==> config.mk <==
export PLATFORM = sky130hd
export DESIGN_NAME = loop_sequencer
export DESIGN_NICKNAME = d
export VERILOG_FILES = /design/src/rtl/loop_sequencer_pkg.sv /design/src/rtl/loop_sequencer_count.sv /design/src/rtl/loop_sequencer.sv
export SDC_FILE = /design/constraint.sdc
export NUM_CORES = 1
export LEC_CHECK = 0
export CELL_PAD_IN_SITES_DETAIL_PLACEMENT = 0
export CELL_PAD_IN_SITES_GLOBAL_PLACEMENT = 1
export CORE_UTILIZATION = 40
export CTS_BUF_LIST = sky130_fd_sc_hd__clkbuf_8
export CTS_CLUSTER_DIAMETER = 40
export DETAILED_ROUTE_END_ITERATION = 8
export DONT_BUFFER_PORTS = 1
export PLACE_DENSITY_LB_ADDON = 0.3
export SETUP_SLACK_MARGIN = 0.4
export SYNTH_ARGS = -nofsm -noshare
export SYNTH_HDL_FRONTEND = slang
export SYNTH_HIERARCHICAL = 1
export SYNTH_SLANG_ARGS = --single-unit
==> constraint.sdc <==
create_clock -name clk -period 3.2 [get_ports clk]
set_input_delay 0.8 -clock clk [delete_from_list [all_inputs] [get_ports clk]]
set_output_delay 0.8 -clock clk [all_outputs]
set_load 0.01 [all_outputs]
==> src/rtl/loop_sequencer_pkg.sv <==
// Shared types for the loop sequencer (string/REP-style iteration control).
package loop_sequencer_pkg;

   // Sequencer control states.
   typedef enum logic [1:0] {
      IDLE   = 2'd0,
      RUN    = 2'd1,
      FINISH = 2'd2
   } state_e;

endpackage : loop_sequencer_pkg

==> src/rtl/loop_sequencer_count.sv <==
// Remaining-iteration counter: load, saturating decrement, zero/one detect.
module loop_sequencer_count #(
   parameter int WIDTH = 16
) (
   input  logic             clk,
   input  logic             reset,
   input  logic             load_i,
   input  logic [WIDTH-1:0] load_val_i,
   input  logic             dec_i,
   output logic [WIDTH-1:0] remaining_o,
   output logic             zero_o,
   output logic             one_o
);

   localparam logic [WIDTH-1:0] CNT_ZERO = {WIDTH{1'b0}};
   localparam logic [WIDTH-1:0] CNT_ONE  = {{(WIDTH-1){1'b0}}, 1'b1};

   logic [WIDTH-1:0] count_q;
   logic [WIDTH-1:0] count_d;
   logic             zero_s;

   assign zero_s      = (count_q == CNT_ZERO);
   assign zero_o      = zero_s;
   assign one_o       = (count_q == CNT_ONE);
   assign remaining_o = count_q;

   // Next count: a load wins over a decrement; a decrement at zero holds zero.
   always_comb begin
      count_d = count_q;
      if (load_i) begin
         count_d = load_val_i;
      end else if (dec_i && !zero_s) begin
         count_d = count_q - CNT_ONE;
      end else begin
         count_d = count_q;
      end
   end

   // Counter register with synchronous reset to zero.
   always_ff @(posedge clk) begin
      if (reset) begin
         count_q <= CNT_ZERO;
      end else begin
         count_q <= count_d;
      end
   end

endmodule : loop_sequencer_count

==> src/rtl/loop_sequencer.sv <==
// Loop sequencer: issues count_in iteration handshakes, with early exit on
// terminate. Optional macro LOOP_SEQUENCER_YIELD_EN enables suspending the
// loop on a pending interrupt, leaving the unfinished count in remaining.
module loop_sequencer
   import loop_sequencer_pkg::*;
#(
   parameter int WIDTH = 16
) (
   input  logic             clk,
   input  logic             reset,
   input  logic             start,
   input  logic [WIDTH-1:0] count_in,
   output logic             step_valid,
   input  logic             step_ready,
   input  logic             terminate,
   input  logic             irq_pending,
   output logic [WIDTH-1:0] remaining,
   output logic             busy,
   output logic             done,
   output logic             yielded
);

   state_e state_q, state_d;
   logic   step_valid_q, step_valid_d;
   logic   busy_q, busy_d;
   logic   done_q, done_d;
   logic   yielded_q, yielded_d;
   logic   load_s, dec_s, hs_s;
   logic   rem_zero_s, rem_one_s;

`ifndef LOOP_SEQUENCER_YIELD_EN
   logic   unused_irq_s;
   assign unused_irq_s = irq_pending;
`endif

   loop_sequencer_count #(.WIDTH(WIDTH)) u_count (
      .clk         (clk),
      .reset       (reset),
      .load_i      (load_s),
      .load_val_i  (count_in),
      .dec_i       (dec_s),
      .remaining_o (remaining),
      .zero_o      (rem_zero_s),
      .one_o       (rem_one_s)
   );

   assign hs_s = step_valid_q && step_ready;

   // Next-state and next-output logic; final step/terminate outrank a yield.
   always_comb begin
      state_d   = state_q;
      load_s    = 1'b0;
      dec_s     = 1'b0;
      done_d    = 1'b0;
      yielded_d = 1'b0;
      case (state_q)
         IDLE: begin
            if (start) begin
               if (count_in != {WIDTH{1'b0}}) begin
                  load_s  = 1'b1;
                  state_d = RUN;
               end else begin
                  done_d  = 1'b1;
               end
            end else begin
               state_d = IDLE;
            end
         end
         RUN: begin
            if (hs_s) begin
               dec_s = 1'b1;
               if (rem_one_s || rem_zero_s || terminate) begin
                  state_d = FINISH;
                  done_d  = 1'b1;
               end else begin
`ifdef LOOP_SEQUENCER_YIELD_EN
                  if (irq_pending) begin
                     state_d   = IDLE;
                     yielded_d = 1'b1;
                  end else begin
                     state_d = RUN;
                  end
`else
                  state_d = RUN;
`endif
               end
            end else begin
               state_d = RUN;
            end
         end
         FINISH: begin
            state_d = IDLE;
         end
         default: begin
            state_d = IDLE;
         end
      endcase
      step_valid_d = (state_d == RUN);
      busy_d       = (state_d != IDLE);
   end

   // State and registered-output flops; reset overrides any in-flight step.
   always_ff @(posedge clk) begin
      if (reset) begin
         state_q      <= IDLE;
         step_valid_q <= 1'b0;
         busy_q       <= 1'b0;
         done_q       <= 1'b0;
         yielded_q    <= 1'b0;
      end else begin
         state_q      <= state_d;
         step_valid_q <= step_valid_d;
         busy_q       <= busy_d;
         done_q       <= done_d;
         yielded_q    <= yielded_d;
      end
   end

   assign step_valid = step_valid_q;
   assign busy       = busy_q;
   assign done       = done_q;
   assign yielded    = yielded_q;

endmodule : loop_sequencer

==> impl_metrics.env <==
export IMPL_grt_pass1_wl_um=5390
export IMPL_syn_num_nets=172
export IMPL_grt_remaining_overflow=0
export IMPL_antenna_found_initial=0
export IMPL_dr_total_vias=1192
export IMPL_drtPass1Iterations=4
export IMPL_cts_hold_fix_buffers=0
export IMPL_setup_ws_ns=0.698
export IMPL_total_leakage_power_nw=0.440
export IMPL_async_reset_ff_share_pct=0
export IMPL_cts_tree="yes"
export IMPL_netlist_area_sq_um=1320
export IMPL_maxCapViolCount=0
export IMPL_critPathKind="reg -> reg"
export IMPL_grt_max_degree=26
export IMPL_gp_congestion=0.792
export IMPL_synth_distinct_cells=45
export IMPL_hold_violations=0
export IMPL_p_per_area_nw_per_um2=482
export IMPL_clk_pin_slew_ns=0.08
export IMPL_drt_total_wl_um=3290
export IMPL_via_per_inst=6.34
export IMPL_core_area_sq_um=3100
export IMPL_antenna_cells=0
export IMPL_rr_endpoint="u_count/remaining_o[14]$_SDFFE_PP0P_"
export IMPL_h_tree_depth=1
export IMPL_status="completed"
export IMPL_tightest_slew_ns=0.610
export IMPL_syn_inst=148
export IMPL_start_util_pct=42.6
export IMPL_fin_setup_tns_ns=0
export IMPL_synth_edf_count=0
export IMPL_crit_start="u_count/remaining_o[0]$_SDFFE_PP0P_"
export IMPL_final_nets=169
export IMPL_fmax_mhz=400
export IMPL_critical_path_required_ns=3.37
export IMPL_layout_commonest_cell="dfxtp_1"
export IMPL_crit_arrival_ns=2.68
export IMPL_post_dp_hpwl_um=2440
export IMPL_ff2ff_path_depth=6
export IMPL_period_share_pct=78.2
export IMPL_maxSlewViolCount=0
export IMPL_track_usage_pct=20.1
export IMPL_root_buffer="clkbuf_8"
export IMPL_r2r_setup_slack_ns=0.70
export IMPL_numPortBuffers=0
export IMPL_drc=0
export IMPL_io_pins=42
export IMPL_r2r_start="u_count/remaining_o[0]$_SDFFE_PP0P_"
export IMPL_slowest_delay_ns=0.54
export IMPL_ir_drop_v=0.000219
export IMPL_die_h_um=59.5
export IMPL_critPathLaunchType="register"
export IMPL_crit_chain="inv_1, ha_1, nor4b_1, nand3_1, or4_1, a311oi_1"
export IMPL_dieArea_sq_um=3540
export IMPL_finalSetupViolCount=0
export IMPL_cts_setup_buffers=0
export IMPL_rsz0062_at_grt="no"
export IMPL_critPathSlowestCell="nor4b_1"
export IMPL_chipWidth_um=59.5
export IMPL_cts_resized=0
export IMPL_relSlewSlack_pct=58.8
export IMPL_routedWlPerCell_um=17.5
export IMPL_cts_buffers=3
export IMPL_cts_buffer_depth=2
export IMPL_drtIter0Drc=65
export IMPL_area_growth_synth_to_final_pct=4.45
export IMPL_preCtsSetupSlack_ns=0.545
export IMPL_period_minus_slack_ns=2.50
export IMPL_clk_latency_ns=0.27
export IMPL_avgSynthCellArea_sq_um=8.94
export IMPL_ys_ff_latch=21
export IMPL_finalClockSkew_ns=0.00643
export IMPL_drive_gt1_share_pct=15.3
export IMPL_crit_path_end="u_count/remaining_o[14]$_SDFFE_PP0P_"
export IMPL_ys_warn_count=6
export IMPL_grt_pass1_vias=1194
export IMPL_critPathCaptureType="register"
export IMPL_critPathMaxFanout=7
export IMPL_cts_sinks=21
export IMPL_seq_area_frac_synth_pct=31.8
export IMPL_ant_nets=0
export IMPL_rows=20
export IMPL_most_common_layout_cells="21 x dfxtp_1, 20 x nor2_1, 11 x or4_1, 10 x a311oi_1"
export IMPL_worstHoldPathType="reg -> reg"
export IMPL_synth_ff_type="dfxtp_1"
[cells by family after synthesis]
kind of cell | after synthesis | synth area share, %
DFF | 21 | 31.8
and+or+nand+nor | 72 | 35.2
AOI/OAI and AO/OA | 38 | 25.4
buffers and inverters | 14 | 5.49
adders and majority gates | 2 | 1.89
other | 1 | 0.284
[where the power goes]
part / total [mW] / switching [mW] / internal (mW)
clock: 0.179 / 0.0925 / 0.0869
sequential: 0.335 / 0.0473 / 0.287
combinational: 0.152 / 0.0895 / 0.0622
[worst max-delay path: cells and delay by family (launching register included)]
kind / cells / cell delay [ns]
flops: 1 / 0.39
compound gates: 1 / 0.26
buf+inv: 1 / 0.11
simple gates: 3 / 1.42
fa+ha+maj: 1 / 0.23
[flip-flops by register name, indices dropped and copies added, names as in the netlist]
name                 flops
busy                     1
done                     1
state_q                  2
step_valid               1
u_count/remaining_o     16
[per-stage QoR]
stage               area (sq um)  power [mW]  std cells  util [%]  hold WS [ns]
CTS                         1380       0.672        188      44.5         0.496
detailed placement          1340       0.490        184      43.0         0.481
floorplan                   1320       0.467        148         -         0.451
global placement            1340       0.484        184      43.0         0.478
global route                1380       0.708        188      44.5         0.538
finish                      1380       0.666        188      44.5         0.506
[layout make-up]
class	count	area, sq um
sequential	21	420
fill	329	1720
clock inverter	1	5.00
inverter	4	15.0
tap	44	55.1
multi-input combinational	113	830
clock buffer	3	41.3
timing repair buffer	2	15.0
[cells in the mapped netlist, drive strengths merged, types with 2 or more instances]
cell,instances,area share (%)
or3,8,3.9
a311oi,13,10
nor3,3,1.1
clkbuf,5,1.4
nor4b,2,1.3
nor2,20,5.7
inv,4,1.1
buf,5,2.9
a32o,2,1.5
dfxtp,21,32
or4,11,6.2
or2,4,1.9
o21ai,7,2.6
nand4b,2,1.3
o31ai,6,3.4
ha,2,1.9
nand2,7,2.0
a211oi,2,1.1
nor4,5,5.6
[per-layer routing]
metal / track usage (%) / routed length, um
met3: 3.93 / 165
met2: 35.2 / 1580
met1: 24.1 / 1510
met4: 7.97 / 36
met5: 0 / 0
[worst min path at each step]
stage                           from               endpoint  slack [ns]  depth (start not counted)
6_report       state_q[0]$_SDFF_PP0_  state_q[1]$_SDFF_PP0_        0.51                          2
4_1_cts        state_q[0]$_SDFF_PP0_  state_q[1]$_SDFF_PP0_        0.50                          2
5_1_grt        state_q[0]$_SDFF_PP0_  state_q[1]$_SDFF_PP0_        0.54                          2
3_5_place_dp   state_q[0]$_SDFF_PP0_  state_q[1]$_SDFF_PP0_        0.48                          2
3_3_place_gp   state_q[0]$_SDFF_PP0_  state_q[1]$_SDFF_PP0_        0.48                          2
2_1_floorplan  state_q[0]$_SDFF_PP0_  state_q[1]$_SDFF_PP0_        0.45                          2
(Power assumes the default switching activity.)
